$ cat config.mk
export PLATFORM = sky130hd
export DESIGN_NAME = isqrt_iter_fsm_flat
export DESIGN_NICKNAME = d
export VERILOG_FILES = /design/src/rtl/isqrt_iter_fsm_if.sv /design/src/rtl/isqrt_iter_fsm.sv /design/src/flat_wrapper.sv
export SDC_FILE = /design/constraint.sdc
export NUM_CORES = 1
export LEC_CHECK = 0
export BUFFER_PORTS_ARGS = -buffer_cell sky130_fd_sc_hd__buf_2
export CAP_MARGIN = 20
export CORE_UTILIZATION = 35
export DETAILED_ROUTE_END_ITERATION = 6
export PLACE_DENSITY = 0.5
export SYNTH_ARGS = -nofsm -noshare
export SYNTH_HDL_FRONTEND = slang
export SYNTH_SLANG_ARGS = --single-unit
$ cat constraint.sdc
create_clock -name clk -period 2.7 [get_ports clk]
set_input_delay 0.54 -clock clk [delete_from_list [all_inputs] [get_ports clk]]
set_output_delay 0.54 -clock clk [all_outputs]
set_load 0.01 [all_outputs]
$ cat src/rtl/isqrt_iter_fsm_if.sv
`default_nettype none
// ============================================================================
// Module   : isqrt_iter_fsm_if
// Brief    : Request/response bundle between an isqrt initiator and the
//            iterative square-root responder. The request side is a strobe
//            plus operand with no backpressure. The response side is a
//            one-cycle result pulse plus status flags.
// Revision : 1.0 - initial release
// ============================================================================
interface isqrt_iter_fsm_if;
  logic        x_vld;     // request strobe
  logic [31:0] x;         // unsigned radicand
  logic        y_vld;     // one-cycle result pulse
  logic [15:0] y;         // floor(sqrt(x)), held between pulses
  logic        busy;      // core calculating or requests queued
  logic        overflow;  // sticky: a request was dropped

  // Initiator side: drives requests, observes results and status.
  modport master (
    output x_vld,
    output x,
    input  y_vld,
    input  y,
    input  busy,
    input  overflow
  );

  // Responder side: the square-root engine.
  modport slave (
    input  x_vld,
    input  x,
    output y_vld,
    output y,
    output busy,
    output overflow
  );
endinterface
`default_nettype wire

$ cat src/rtl/isqrt_iter_fsm.sv
`default_nettype none
// ============================================================================
// Module   : isqrt_iter_fsm
// Brief    : Iterative integer square root, y = floor(sqrt(x)), with x as a
//            32-bit value and y as a 16-bit value. The restoring
//            digit-by-digit algorithm consumes two radicand bits per clock,
//            so each result takes 16 iterations plus one DONE cycle. A small
//            input FIFO queues requests that arrive while the core is busy.
//            Results return in acceptance order.
// Revision : 1.0 - initial release
// ============================================================================
module isqrt_iter_fsm #(
  parameter int FIFO_DEPTH = 4   // queued requests while the core is busy (>= 1)
) (
  input  wire logic       clk,
  input  wire logic       rst,   // asynchronous, active-low
  isqrt_iter_fsm_if.slave bus
);

  // --------------------------------------------------------------------------
  // Constants
  // --------------------------------------------------------------------------
  // A depth-1 FIFO still needs a 1-bit pointer to keep the widths legal.
  localparam int c_ptr_w = (FIFO_DEPTH > 1) ? $clog2(FIFO_DEPTH) : 1;
  localparam int c_cnt_w = $clog2(FIFO_DEPTH + 1);

  localparam logic [c_ptr_w-1:0] c_last_ptr = c_ptr_w'(FIFO_DEPTH - 1);
  localparam logic [c_cnt_w-1:0] c_full_cnt = c_cnt_w'(FIFO_DEPTH);

  // --------------------------------------------------------------------------
  // Core state machine encoding
  // --------------------------------------------------------------------------
  typedef enum logic [1:0] {
    ST_IDLE = 2'd0,   // nothing in flight
    ST_CALC = 2'd1,   // 16 iterations, r_iter counts 15..0
    ST_DONE = 2'd2    // result pulse, exactly one cycle
  } state_t;

  state_t r_state;
  state_t w_state_nxt;

  // --------------------------------------------------------------------------
  // Request FIFO
  // --------------------------------------------------------------------------
  logic [31:0]        r_fifo [FIFO_DEPTH];
  logic [c_ptr_w-1:0] r_wr_ptr;
  logic [c_ptr_w-1:0] r_rd_ptr;
  logic [c_cnt_w-1:0] r_count;
  logic               r_overflow;

  // --------------------------------------------------------------------------
  // Core datapath registers
  // --------------------------------------------------------------------------
  logic [17:0] r_rem;     // partial remainder
  logic [15:0] r_root;    // partial root
  logic [31:0] r_shift;   // radicand, consumed two MSBs per iteration
  logic [3:0]  r_iter;    // iterations left after the current one
  logic [15:0] r_y;       // last completed result

  // --------------------------------------------------------------------------
  // Combinational control and datapath
  // --------------------------------------------------------------------------
  logic        w_load_op;
  logic        w_full;
  logic        w_pop;
  logic        w_bypass;
  logic        w_push_req;
  logic        w_push;
  logic        w_drop;
  logic        w_load;
  logic [31:0] w_load_x;

  logic [19:0] w_rem_sh;
  logic [19:0] w_trial;
  logic [19:0] w_diff;
  logic        w_ge;
  logic [17:0] w_rem_nxt;
  logic [15:0] w_root_nxt;
  logic        w_last_iter;

  // Pointer advance with wrap at the configured depth, which may not be a
  // power of two.
  function automatic logic [c_ptr_w-1:0] ptr_inc(input logic [c_ptr_w-1:0] p);
    return (p == c_last_ptr) ? '0 : p + c_ptr_w'(1);
  endfunction

  // Arbitrate one request per edge between the FIFO head, the bypass path
  // and the FIFO tail.
  always_comb begin
    w_load_op  = (r_state == ST_IDLE) || (r_state == ST_DONE);
    w_full     = (r_count == c_full_cnt);
    // Queued work always takes priority so that results stay in order.
    w_pop      = w_load_op && (r_count != '0);
    // An idle core with an empty queue takes the request directly.
    w_bypass   = w_load_op && (r_count == '0) && bus.x_vld;
    w_push_req = bus.x_vld && !w_bypass;
    // A full FIFO can still accept when its head leaves on the same edge.
    w_push     = w_push_req && (!w_full || w_pop);
    w_drop     = w_push_req && w_full && !w_pop;
    w_load     = w_pop || w_bypass;
    w_load_x   = w_pop ? r_fifo[r_rd_ptr] : bus.x;
  end

  // Compute one restoring iteration: bring in two radicand bits, then try to
  // subtract (4*root + 1).
  always_comb begin
    w_rem_sh    = {r_rem, r_shift[31:30]};
    w_trial     = {2'b00, r_root, 2'b01};
    w_ge        = (w_rem_sh >= w_trial);
    w_diff      = w_rem_sh - w_trial;
    // The remainder never exceeds 2*root, so it always fits in 18 bits.
    w_rem_nxt   = 18'(w_ge ? w_diff : w_rem_sh);
    w_root_nxt  = {r_root[14:0], w_ge};
    w_last_iter = (r_iter == 4'd0);
  end

  // Select the next core state from the load decision and the iteration count.
  always_comb begin
    w_state_nxt = r_state;
    case (r_state)
      ST_IDLE,
      ST_DONE: w_state_nxt = w_load ? ST_CALC : ST_IDLE;
      ST_CALC: begin
        if (w_last_iter) begin
          w_state_nxt = ST_DONE;
        end
      end
      default: w_state_nxt = ST_IDLE;
    endcase
  end

  // --------------------------------------------------------------------------
  // Sequential logic
  // --------------------------------------------------------------------------

  // Hold the core state.
  always_ff @(posedge clk or negedge rst) begin
    if (!rst) begin
      r_state <= ST_IDLE;
    end else begin
      r_state <= w_state_nxt;
    end
  end

  // Load a new radicand or run one iteration. Capture the root when the last
  // iteration completes.
  always_ff @(posedge clk or negedge rst) begin
    if (!rst) begin
      r_rem   <= '0;
      r_root  <= '0;
      r_shift <= '0;
      r_iter  <= '0;
      r_y     <= '0;
    end else if (w_load) begin
      r_rem   <= '0;
      r_root  <= '0;
      r_shift <= w_load_x;
      r_iter  <= 4'd15;
    end else if (r_state == ST_CALC) begin
      r_rem   <= w_rem_nxt;
      r_root  <= w_root_nxt;
      r_shift <= {r_shift[29:0], 2'b00};
      r_iter  <= r_iter - 4'd1;
      if (w_last_iter) begin
        r_y <= w_root_nxt;
      end
    end
  end

  // Track FIFO occupancy and pointers, and latch the sticky drop flag.
  always_ff @(posedge clk or negedge rst) begin
    if (!rst) begin
      r_wr_ptr   <= '0;
      r_rd_ptr   <= '0;
      r_count    <= '0;
      r_overflow <= 1'b0;
    end else begin
      if (w_push) begin
        r_wr_ptr <= ptr_inc(r_wr_ptr);
      end
      if (w_pop) begin
        r_rd_ptr <= ptr_inc(r_rd_ptr);
      end
      case ({w_push, w_pop})
        2'b10:   r_count <= r_count + c_cnt_w'(1);
        2'b01:   r_count <= r_count - c_cnt_w'(1);
        default: r_count <= r_count;
      endcase
      if (w_drop) begin
        r_overflow <= 1'b1;
      end
    end
  end

  // Write queued radicands. The storage needs no reset because occupancy is
  // tracked by r_count.
  always_ff @(posedge clk) begin
    if (w_push) begin
      r_fifo[r_wr_ptr] <= bus.x;
    end
  end

  // --------------------------------------------------------------------------
  // Outputs
  // --------------------------------------------------------------------------
  assign bus.y_vld    = (r_state == ST_DONE);
  assign bus.y        = r_y;
  assign bus.busy     = (r_state != ST_IDLE) || (r_count != '0);
  assign bus.overflow = r_overflow;

endmodule
`default_nettype wire
$ cat src/flat_wrapper.sv
// flat-port wrapper written by rule: the top's interface ports become plain ports
module isqrt_iter_fsm_flat 
#(
  parameter int FIFO_DEPTH = 4                                                   
)
  (clk, rst, bus_x_vld, bus_x, bus_y_vld, bus_y, bus_busy, bus_overflow);
  isqrt_iter_fsm_if bus_i ();
  input  wire logic clk;
  input  wire logic rst;
  input wire logic [$bits(bus_i.x_vld)-1:0] bus_x_vld;
  input wire logic [$bits(bus_i.x)-1:0] bus_x;
  output wire logic [$bits(bus_i.y_vld)-1:0] bus_y_vld;
  output wire logic [$bits(bus_i.y)-1:0] bus_y;
  output wire logic [$bits(bus_i.busy)-1:0] bus_busy;
  output wire logic [$bits(bus_i.overflow)-1:0] bus_overflow;
  assign bus_i.x_vld = bus_x_vld;
  assign bus_i.x = bus_x;
  assign bus_y_vld = bus_i.y_vld;
  assign bus_y = bus_i.y;
  assign bus_busy = bus_i.busy;
  assign bus_overflow = bus_i.overflow;
  isqrt_iter_fsm #(.FIFO_DEPTH(FIFO_DEPTH)) u_core (.clk(clk), .rst(rst), .bus(bus_i));
endmodule
==> results of run 1 <==
-- per-stage QoR --
step,util [%],setup WS [ns],hold slack [ns]
final,42.25,0.1838,0.2357
after global routing,42.25,0.02222,0.2204
after CTS,42.08,0.06953,0.2153
after detailed placement,39.04,0.07630,0.4615
after global placement,39.04,0.1557,0.4567
after floorplan,-,0.2506,0.2444
-- sequential cells by signal (all words and copies together) (netlist names), 3 cells and up --
register,cells
u_core.bus.y,16
u_core.r_count,3
u_core.r_fifo,128
u_core.r_iter,4
u_core.r_rem,18
u_core.r_root,16
u_core.r_shift,32
-- cell usage in the layout, fill, tap and decap left out, types with 4 or more instances in the layout --
| cell type | Yosys | routed |
|---|---|---|
| a21o_1 | 8 | 8 |
| nand2b_1 | 6 | 5 |
| nand3_1 | 26 | 26 |
| a31oi_1 | 31 | 31 |
| buf_12 | 0 | 8 |
| ha_1 | 24 | 20 |
| and3_1 | 33 | 33 |
| clkbuf_16 | 0 | 25 |
| mux4_2 | 32 | 32 |
| and2_1 | 5 | 5 |
| a21oi_1 | 25 | 24 |
| mux2i_1 | 12 | 12 |
| o21bai_1 | 4 | 4 |
| a211oi_1 | 7 | 7 |
| o21ai_1 | 10 | 10 |
| buf_4 | 0 | 24 |
| edfxtp_1 | 128 | 128 |
| nand2_1 | 157 | 157 |
| dfrtp_1 | 96 | 95 |
| nor3_1 | 5 | 5 |
| nor2_1 | 21 | 20 |
| xnor2_1 | 13 | 13 |
| clkinv_2 | 0 | 6 |
| inv_1 | 29 | 29 |
| buf_2 | 3 | 52 |
| o21ai_0 | 48 | 48 |
| xor2_1 | 5 | 5 |
-- worst reg2reg max path: stages, from the launching register on --
cell and delay, ns:
dfrtp_1 0.39, ha_2 0.40, nand4_2 0.15, a2111oi_4 0.33
nor4_2 0.08, o31a_1 0.37, a21oi_4 0.19, buf_6 0.19
mux2i_1 0.20, o21ai_1 0.07
-- layer usage --
layer / GRT usage (%) / vias up
li1: - / 3102
met3: 2.094 / 43
met4: 4.814 / 0
met5: 0 / -
met1: 20.15 / 3125
met2: 27.31 / 105
-- where the power goes --
| group | internal (mW) | switching (mW) | leakage [nW] |
|---|---|---|---|
| clock network | 2.07 | 1.40 | 0.412 |
| logic | 3.27 | 4.08 | 1.99 |
| registers | 4.85 | 0.610 | 2.30 |
| total | 10.2 | 6.09 | 4.70 |
-- how the worst max path moves through the flow --
stage                           startpoint          endpoint  slack [ns]  depth (start not counted)
after global placement    u_core.r_root[4]   u_core.r_rem[8]        0.16                         10
after floorplan            u_core.r_rem[4]  u_core.r_rem[12]        0.25                          9
after CTS                 u_core.r_root[4]  u_core.r_rem[10]        0.07                         10
final                      u_core.r_rem[3]  u_core.r_rem[10]        0.18                          9
after detailed placement  u_core.r_root[4]  u_core.r_rem[12]        0.08                         10
after global routing      u_core.r_root[3]   u_core.r_rem[7]        0.02                         10
-- kinds of logic after synthesis --
logic type	count (synthesis)	synth area share (%)
compound gates	152	9.398
buf+inv	76	2.991
mux	44	8.376
flops	224	62.22
simple gates	270	12.25
xor+xnor	18	1.570
fa+ha+maj	25	3.191
-- layout make-up --
class	instances	area, µm²
fill	2654	16180
sequential	224	6247
multi-input combinational	509	3543
clock buffer	31	678.2
timing repair buffer	86	621.8
tap	378	473.0
clock inverter	14	162.7
inverter	29	108.9
-- what timing repair did --
item / 4_1_cts / 5_1_grt
endpoints found under the hold margin: 3 / 0
setup buffers: 0 / 2
hold buffers: 1 / 0
gates resized for setup: 0 / 6
setup endpoints to repair: 0 / 14
==> metrics.txt, run 1 <==
crit path launch type=register; drt drc=0; Cells after DPL=about 1,200; Bufs and invs on worst path=1; Area contributors post-synth=edfxtp_1 (38%), dfrtp_1 (24%), mux4_2 (7.2%); Slew Limit Headroom=between 40% and 50%; FP Rows=a little over 60; fin. max-slew vios=0; wire length on met1=approximately 9.7 mm; CTS tree=built; clk slew on worst S/H paths=0.06 ns; Max clock buf depth=3; post-synthesis register bit count=224; via count=6,375; DR vias/cell=~5; fmax=~400 MHz; CP Capture Type=register; WL/cell=17.18 µm; required time worst endpoint=a little over 3 ns; Finished Cell Area=between 10,000 and 15,000 µm²; final hold violation count=0; core area=roughly 28,000 µm²; Top FF cell, synth=edfxtp_1; Cell Pwr Density=roughly 1400 nW/µm²; GRT Residual Overflow=0; Max VDD drop=just under 600 µV; CP cell instances=ha_2 -> nand4_2 -> a2111oi_4 -> nor4_2 -> o31a_1 -> a21oi_4 -> buf_6 -> mux2i_1 -> o21ai_1; Mean Syn Cell Area=between 10 and 15 µm²; slowest stage cell, crit path=ha_2; most common cell in the netlist=nand2_1; Ports=54; Hold Crit Class=in2reg; static leakage=about 4.7 nW; worst r2r dst=u_core.r_rem[10]; clk sinks=about 220; sequential share of the synthesized area=about 62%; Least-Margin Pin Slew=between 0.8 and 0.9 ns; Pwr Total=approximately 16 mW; max-capacitance violation count=0; delay of the slowest critical-path stage=~0.4 ns; Port-buffer cells=53; Synth top area share=between 30% and 40%; placer congestion estimate=just under 0.8; worst-path fanout max=9; Synth Warn #=0; H-tree Lvls=1; hold_sp=bus_x[11]; setup violators final=0; R2R Path Start=u_core.r_rem[3]; Max Used Layer=met4; share of cells above drive strength 1=between 10% and 20%; DRT Wirelength=approximately 22 mm; TNS Setup=0 ns; vias in the first global route=6,534; met2 routed WL=10.80 mm; Synth Net Count=around 870; DRT iter0 DRCs=between 300 and 400; Async S/R FF share, synth=a little over two fifths; DIE HEIGHT=approximately 170 µm; fin nets=935; fin crit share=between 90% and 100%; Unique masters post-synth=roughly 50; met3 WL=about 700 µm; Worst Hold End=u_core.r_fifo[2][11]; initial antenna violation count=0; Clock Latency Late Sink=about 0.53 ns; critical path class=reg2reg; worst path arrival time=approximately 3 ns; remaining antenna violation count after routing=0; Pre-Repair DR Iteration Count=4; number of synthesized flops with an enable pin=~130; commonest cells in the netlist=nand2_1 (157), edfxtp_1 (128), dfrtp_1 (96); r2r setup slk=0.18 ns; post-layout min period=2.516 ns; delay-heaviest family, CP=compound AO/OA/AOI/OAI gates; clk_skew=between 0.01 and 0.015 ns; outcome=finished clean; non-filler cells, final=1,271; die area=slightly below 30,000 µm²; Global Route Usage Sum=between 10% and 20%; largest net degree at the start of global routing=57; FF-to-FF path depth=9; Initial Util=a little over a third; CTS Root Cell=clkbuf_16; post-placement cell area=about 11,000 µm²; Yosys top cell by area=edfxtp_1; Post-Synthesis Cells=approximately 810; Post-Syn Area=approximately 10,000 µm²; CTS Buf Count=25; antenna cells=0; first-pass GRT wire length=~36 mm; chip width=roughly 170 µm; DPL Wire Length=13.15 mm; area grow syn2layout=17.90%; worst hold stages=1; RSZ-0062 raised after global routing=no
Note: power is estimated with default switching activity, not from simulation.
==> run 2: changes to the inputs <==
==> constraint.sdc (replaced) <==
create_clock -name clk -period 3.1 [get_ports clk]
set_input_delay 0.62 -clock clk [delete_from_list [all_inputs] [get_ports clk]]
set_output_delay 0.62 -clock clk [all_outputs]
set_load 0.01 [all_outputs]
==> metrics.txt, run 2 (synthesis results as in run 1) <==
final core occ=42.03% (-0.22 points); Bufs and invs on worst path=2 (+1); Sw Ratio=37.71% (+0.28 points); buffer count from post-CTS setup fixing=0 (unchanged); FP Rows=61 (unchanged); drt drc=0 (unchanged); slowest stage cell, crit path=ha_1; chip width=171.4 µm (unchanged); Pre-Repair DR Iteration Count=4 (unchanged); TNS Setup=0 ns (unchanged); post-layout min period=2.600 ns (+0.08374 ns); clk sinks=224 (unchanged); max-capacitance violation count=0 (unchanged); first-pass GRT wire length=36.09 mm (+0.91%); DRT iter0 DRCs=282 (-11%); worst-path fanout max=10 (+1); RSZ-0062 raised after global routing=no; DRT Wirelength=22.10 mm (+1.2%); largest net degree at the start of global routing=63 (+11%); remaining antenna violation count after routing=0 (unchanged); # fillers=2,697 (+1.6%); worst r2r dst=u_core.r_rem[8]; Max clock buf depth=3 (unchanged); initial antenna violation count=0 (unchanged); DR vias/cell=5.026 (+0.21%); Pint=8.760 mW (-14%); Clock Latency Late Sink=0.54 ns (about the same); GRT Residual Overflow=0 (unchanged); multi-input logic area=3513 µm² (-0.85%); FF-to-FF path depth=10 (+1); area grow syn2layout=17.29%; r2r setup slk=0.50 ns (+0.32 ns); placer congestion estimate=0.8056 (+2.5%); CTS Buf Count=26 (+4.0%); H-tree Lvls=1 (unchanged); Worst setup startpoint=u_core.r_root[4]; die area=29,360 µm² (unchanged); Least-Margin Pin Slew=0.8031 ns (-0.006471 ns); DIE HEIGHT=171.4 µm (unchanged); vias in the first global route=6,506 (-0.43%); via count=6,373 (-0.031%); CTS tree=built; WL/cell=17.43 µm (+1.4%); Ports=54 (unchanged); Largest regs=u_core.r_fifo x128, u_core.r_shift x32, u_core.r_rem x18; FF/Latch Area=6247 µm² (unchanged); Initial Util=35.84% (unchanged); delay of the slowest critical-path stage=0.41 ns (about the same); Cells after DPL=1,219 (-0.33%); setup violators final=0 (unchanged); Top reg by flops=u_core.r_fifo; core area=28,010 µm² (unchanged); non-filler cells, final=1,268 (-0.24%); Port-buffer cells=53 (unchanged); max reg flops=128 (unchanged); critical path class=reg2reg; CTS Root Cell=clkbuf_16; hold buffers post-CTS=0 (-1); CP Depth=10 (+1); Reg power frac=33.8% (+0.3 points); R2R Path Start=u_core.r_root[4]; clk_skew=0.01475 ns (+0.004584 ns); delay-heaviest family, CP=compound AO/OA/AOI/OAI gates; Hold Crit Class=in2async; required time worst endpoint=3.52 ns (+0.42 ns); CP cell instances=inv_1 -> ha_1 -> nand4_2 -> a2111oi_4 -> nor4_2 -> o31a_1 -> a21oi_4 -> buf_4 -> mux2i_1 -> o21ai_1; Global Route Usage Sum=15.89% (+0.24 points); outcome=finished clean; fmax=384.6 MHz (-3.2%); CP Capture Type=register; DPL Wire Length=13.38 mm (+1.8%); clk slew on worst S/H paths=0.06 ns (about the same); post-cts sizing count=0 (unchanged); share of cells above drive strength 1=18.45% (-0.93 points); crit path to=u_core.r_rem[8]; switching pwr=5.303 mW (-13%); fin nets=929 (-0.64%); clock power share=22.4% (+1.1 points); static leakage=4.668 nW (-0.60%); combinational share of power=43.8% (-1.3 points); fin crit share=83.87% (-9.3 points); Max VDD drop=587.9 µV (-0.39%); final hold violation count=0 (unchanged); commonest cells after routing, fill and taps aside=nand2_1 (157), edfxtp_1 (128), dfrtp_1 (95); Slew Limit Headroom=46.33% (+0.43 points); worst path arrival time=3.02 ns (+0.10 ns); fin. max-slew vios=0 (unchanged); commonest non-fill, non-tap cell in the layout=nand2_1; crit path launch type=register; Cell Pwr Density=1194 nW/µm² (-13%)
[run 2: power groups by stage]
stage               combinational [mW]  clock (mW)  sequential (mW)
floorplan                         4.65           0             4.67
global placement                  6.23           0             4.81
detailed placement                6.27           0             4.83
CTS                               6.29        3.24             4.77
global route                      6.99        3.34             4.88
finish                            6.16        3.14             4.76
[run 2: area by class of cell]
class | count | area share (%)
Clock inverter | 13 | 1.498
Tap cell | 378 | 4.017
Multi-Input combinational cell | 509 | 29.84
Timing Repair Buffer | 79 | 4.570
Clock buffer | 35 | 6.068
Inverter | 29 | 0.9245
Antenna cell | 1 | 0.02125
Sequential cell | 224 | 53.06
[run 2: metal layers]
metal	part of all wire [%]	wire, µm	vias up	global-route usage, %
met5	0	0	-	0
met2	51	11180	106	28.61
met1	44	9715	3158	19.99
li1	-	-	3074	-
met4	2.0	452	0	3.766
met3	3.4	749	35	2.347
[run 2: worst register-to-register path, delay by kind of cell (launching register included)]
kind            cells  cell delay [ns]
buf+inv             2             0.30
simple gates        2             0.25
flops               1             0.35
compound gates      4             0.95
fa+ha+maj           1             0.41
mux                 1             0.24
[run 2: how the worst min path moves through the flow]
stage / from / slack (ns) / cells past startpoint / endpoint
final: rst / 0.04 / 1 / u_core.bus.y[4]
after detailed placement: u_core.bus.overflow / 0.46 / 1 / u_core.bus.overflow
after global routing: rst / 0.08 / 1 / u_core.bus.y[4]
after CTS: rst / 0.05 / 1 / u_core.r_shift[18]
after floorplan: rst / 0.32 / 0 / u_core.bus.overflow
after global placement: u_core.bus.overflow / 0.45 / 1 / u_core.bus.overflow
[run 2: stage by stage]
step / setup slack (ns) / cell area, µm² / power, mW / hold slack (ns)
6_report: 0.5000 / 11770 / 14.06 / 0.04010
5_1_grt: 0.2967 / 11770 / 15.21 / 0.07523
4_1_cts: 0.4813 / 11770 / 14.30 / 0.04522
3_5_place_dp: 0.4811 / 10880 / 11.10 / 0.4558
3_3_place_gp: 0.5238 / 10880 / 11.05 / 0.4524
2_1_floorplan: 0.6506 / 10040 / 9.316 / 0.3244
==> run 3: changes to the inputs <==
--- a/config.mk
+++ b/config.mk
@@ -5,11 +5,12 @@
 export SDC_FILE = /design/constraint.sdc
 export NUM_CORES = 1
 export LEC_CHECK = 0
+export ABC_AREA = 1
 export BUFFER_PORTS_ARGS = -buffer_cell sky130_fd_sc_hd__buf_2
 export CAP_MARGIN = 20
 export CORE_UTILIZATION = 35
 export DETAILED_ROUTE_END_ITERATION = 6
-export PLACE_DENSITY = 0.5
+export PLACE_DENSITY = 0.49
 export SYNTH_ARGS = -nofsm -noshare
 export SYNTH_HDL_FRONTEND = slang
 export SYNTH_SLANG_ARGS = --single-unit
==> constraint.sdc (replaced) <==
create_clock -name clk -period 2.7 [get_ports clk]
set_input_delay 0.54 -clock clk [delete_from_list [all_inputs] [get_ports clk]]
set_output_delay 0.54 -clock clk [all_outputs]
set_load 0.01 [all_outputs]
==> metrics.txt, run 3 <==
outcome=finished clean; buffer count from post-CTS setup fixing=0 (unchanged); max-capacitance violation count=0 (unchanged); crit path launch type=register; antenna cells=0 (-1); fin nets=1,222 (+32%); Pre-Repair DR Iteration Count=5 (+1); CTS Buf Count=26 (unchanged); clk_skew=0.01698 ns (+0.002234 ns); GRT Residual Overflow=0 (unchanged); Unique masters post-synth=37 (-27%); Setup Slack @ Placement=0.5045 ns (+0.02333 ns); CTS tree=built; DIE HEIGHT=175.0 µm (+2.2%); fmax=448.8 MHz (+17%); fin crit share=82.53% (-1.3 points); Yosys top cell by area=edfxtp_1; die area=30,640 µm² (+4.3%); core area=29,090 µm² (+3.9%); CP dominant cell by count=nand2_1; placer congestion estimate=0.8604 (+6.8%); largest net degree at the start of global routing=67 (+6.3%); DR vias/cell=4.971 (-1.1%); drt drc=0 (unchanged); clk slew on worst S/H paths=0.06 ns (about the same); H-tree Lvls=1 (unchanged); post-route worst setup slack=0.4717 ns (-0.02835 ns); FP Rows=62 (+1.6%); CP Capture Type=register; clk sinks=224 (unchanged); Area contributors post-synth=edfxtp_1 (37%), dfrtp_1 (23%), nand2_1 (7.6%); commonest cells after routing, fill and taps aside=nand2_1 (213), nor2_1 (162), o21ai_0 (141); slowest stage cell, crit path=a21oi_4; Synth Warn #=0 (unchanged); first-pass GRT wire length=43.26 mm (+20%); fin. max-slew vios=0 (unchanged); Clock Latency Late Sink=0.53 ns (about the same); static leakage=5.124 nW (+9.8%); r2r setup slk=0.47 ns (-0.03 ns); Max clock buf depth=3 (unchanged); Synth Net Count=1,169 (+35%); area grow syn2layout=16.00%; Initial Util=36.03% (+0.19 points); post-synthesis register bit count=224 (unchanged); DRT iter0 DRCs=525 (+86%); remaining antenna violation count after routing=0 (unchanged); Slew Limit Headroom=40.88% (-5.5 points); max reg flops=128 (unchanged); setup violators final=0 (unchanged); Hold Crit Class=in2reg; sequential share of the synthesized area=59.60% (-2.6 points); required time worst endpoint=3.12 ns (-0.40 ns); commonest non-fill, non-tap cell in the layout=nand2_1; Post-Synthesis Cells=1,109 (+37%); chip width=175.0 µm (+2.2%); Port-buffer cells=53 (unchanged); share of cells above drive strength 1=11.76% (-6.7 points); Ports=54 (unchanged); most common cell in the netlist=nand2_1; Least-Margin Pin Slew=0.8859 ns (+0.08273 ns); critical path class=reg2reg; Post-Syn Area=10,480 µm² (+4.4%); Global Route Usage Sum=17.98% (+2.1 points); initial antenna violation count=1 (+1); Async S/R FF share, synth=42.86% (unchanged); final hold violation count=0 (unchanged); worst-path fanout max=16 (+6); number of synthesized flops with an enable pin=128 (unchanged); vias in the first global route=7,769 (+19%); RSZ-0062 raised after global routing=no; Cell Pwr Density=1345 nW/µm² (+13%); WL/cell=17.20 µm (-1.3%); CP cell instances=inv_1 -> ha_1 -> nand2_1 -> inv_1 -> nand2_1 -> nor2_2 -> nand2_1 -> nand2_1 -> a21oi_4 -> nand3_1 -> nand3_1 -> nand2_1; post-layout min period=2.228 ns (-0.3716 ns); Top reg by flops=u_core.r_fifo; DRT Wirelength=26.93 mm (+22%); Largest regs=u_core.r_fifo x128, u_core.r_shift x32, u_core.r_rem x18; worst path arrival time=2.64 ns (-0.38 ns); delay of the slowest critical-path stage=0.49 ns (+0.08 ns); Max VDD drop=514.9 µV (-12%); CTS Root Cell=clkbuf_16; DPL Wire Length=16.68 mm (+25%); Pwr Total=16.36 mW (+16%); via count=7,784 (+22%); Synth top area share=36.68% (-1.6 points); Top FF cell, synth=edfxtp_1; commonest cells in the netlist=nand2_1 (213), nor2_1 (166), o21ai_0 (141); Mean Syn Cell Area=9.450 µm² (-24%)
==> run 3: cell families after synthesis <==
kind of cell | synth area share (%)
and+or+nand+nor | 17.77
AOI/OAI and AO/OA | 12.76
DFF | 59.60
buffers and inverters | 5.981
xor gates and xnor gates | 0.8358
adders and majority gates | 3.056
==> run 3: timing repair <==
action | 4_1_cts | 5_1_grt
hold buffers | 1 | 0
resized for setup | 0 | 0
endpoints found under the hold margin | 15 | 0
==> run 3: final timing paths <==
path                                     start                   to  depth (start not counted)
min in group asynchronous                  rst    u_core.r_count[1]                          2
max in group asynchronous                  rst    u_core.r_shift[1]                          3
max reg2reg                  u_core.r_root[10]     u_core.r_rem[10]                         12
max                          u_core.r_root[10]     u_core.r_rem[10]                         12
min                                   bus_x[0]  u_core.r_fifo[2][0]                          1
min reg2reg                u_core.bus.overflow  u_core.bus.overflow                          1
==> run 3: cell type report <==
type                            count  area (µm²)
Sequential cell                   224        6247
Fill cell                        2898       16930
Multi-Input combinational cell    732        3637
Inverter                          100       375.4
Timing Repair Buffer               78       545.5
Clock inverter                     10       145.1
Clock buffer                       38       725.7
Tap cell                          384       480.5
==> run 3: through the flow <==
| step | instances | area [µm²] | setup TNS (ns) | hold slack, ns | utilization, % |
|---|---|---|---|---|---|
| after floorplan | 1109 | 10480 | -11.80 | 0.2444 | - |
| after global placement | 1517 | 11280 | 0 | 0.4381 | 38.76 |
| after detailed placement | 1517 | 11280 | 0 | 0.4326 | 38.76 |
| after CTS | 1566 | 12160 | 0 | 0.2110 | 41.79 |
| after global routing | 1566 | 12160 | 0 | 0.2177 | 41.79 |
| final | 1566 | 12160 | 0 | 0.2364 | 41.79 |
==> run 3: worst max-delay path, delay by kind of cell (launching register included) <==
| kind | cells | cell delay (ns) |
|---|---|---|
| flip-flops | 1 | 0.35 |
| AND/OR/NAND/NOR | 8 | 0.80 |
| adder cells (fa/ha/maj) | 1 | 0.30 |
| buffers and inverters | 2 | 0.17 |
| AO/OA/AOI/OAI | 1 | 0.49 |
==> run 3: metal layers <==
layer  part of all wire (%)  GRT usage (%)
met1                     48          25.00
met2                     46          29.71
met3                    4.2          2.415
met4                    1.7          4.167
met5                  0.048              0
==> run 3: power by group <==
| group | leakage [nW] | total [mW] | switching (mW) | internal (mW) |
|---|---|---|---|---|
| Sequential | 2.30 | 5.31 | 0.493 | 4.82 |
| Clock | 0.418 | 3.56 | 1.40 | 2.16 |
| Combinational | 2.41 | 7.49 | 4.90 | 2.59 |
| Total | 5.12 | 16.4 | 6.79 | 9.56 |
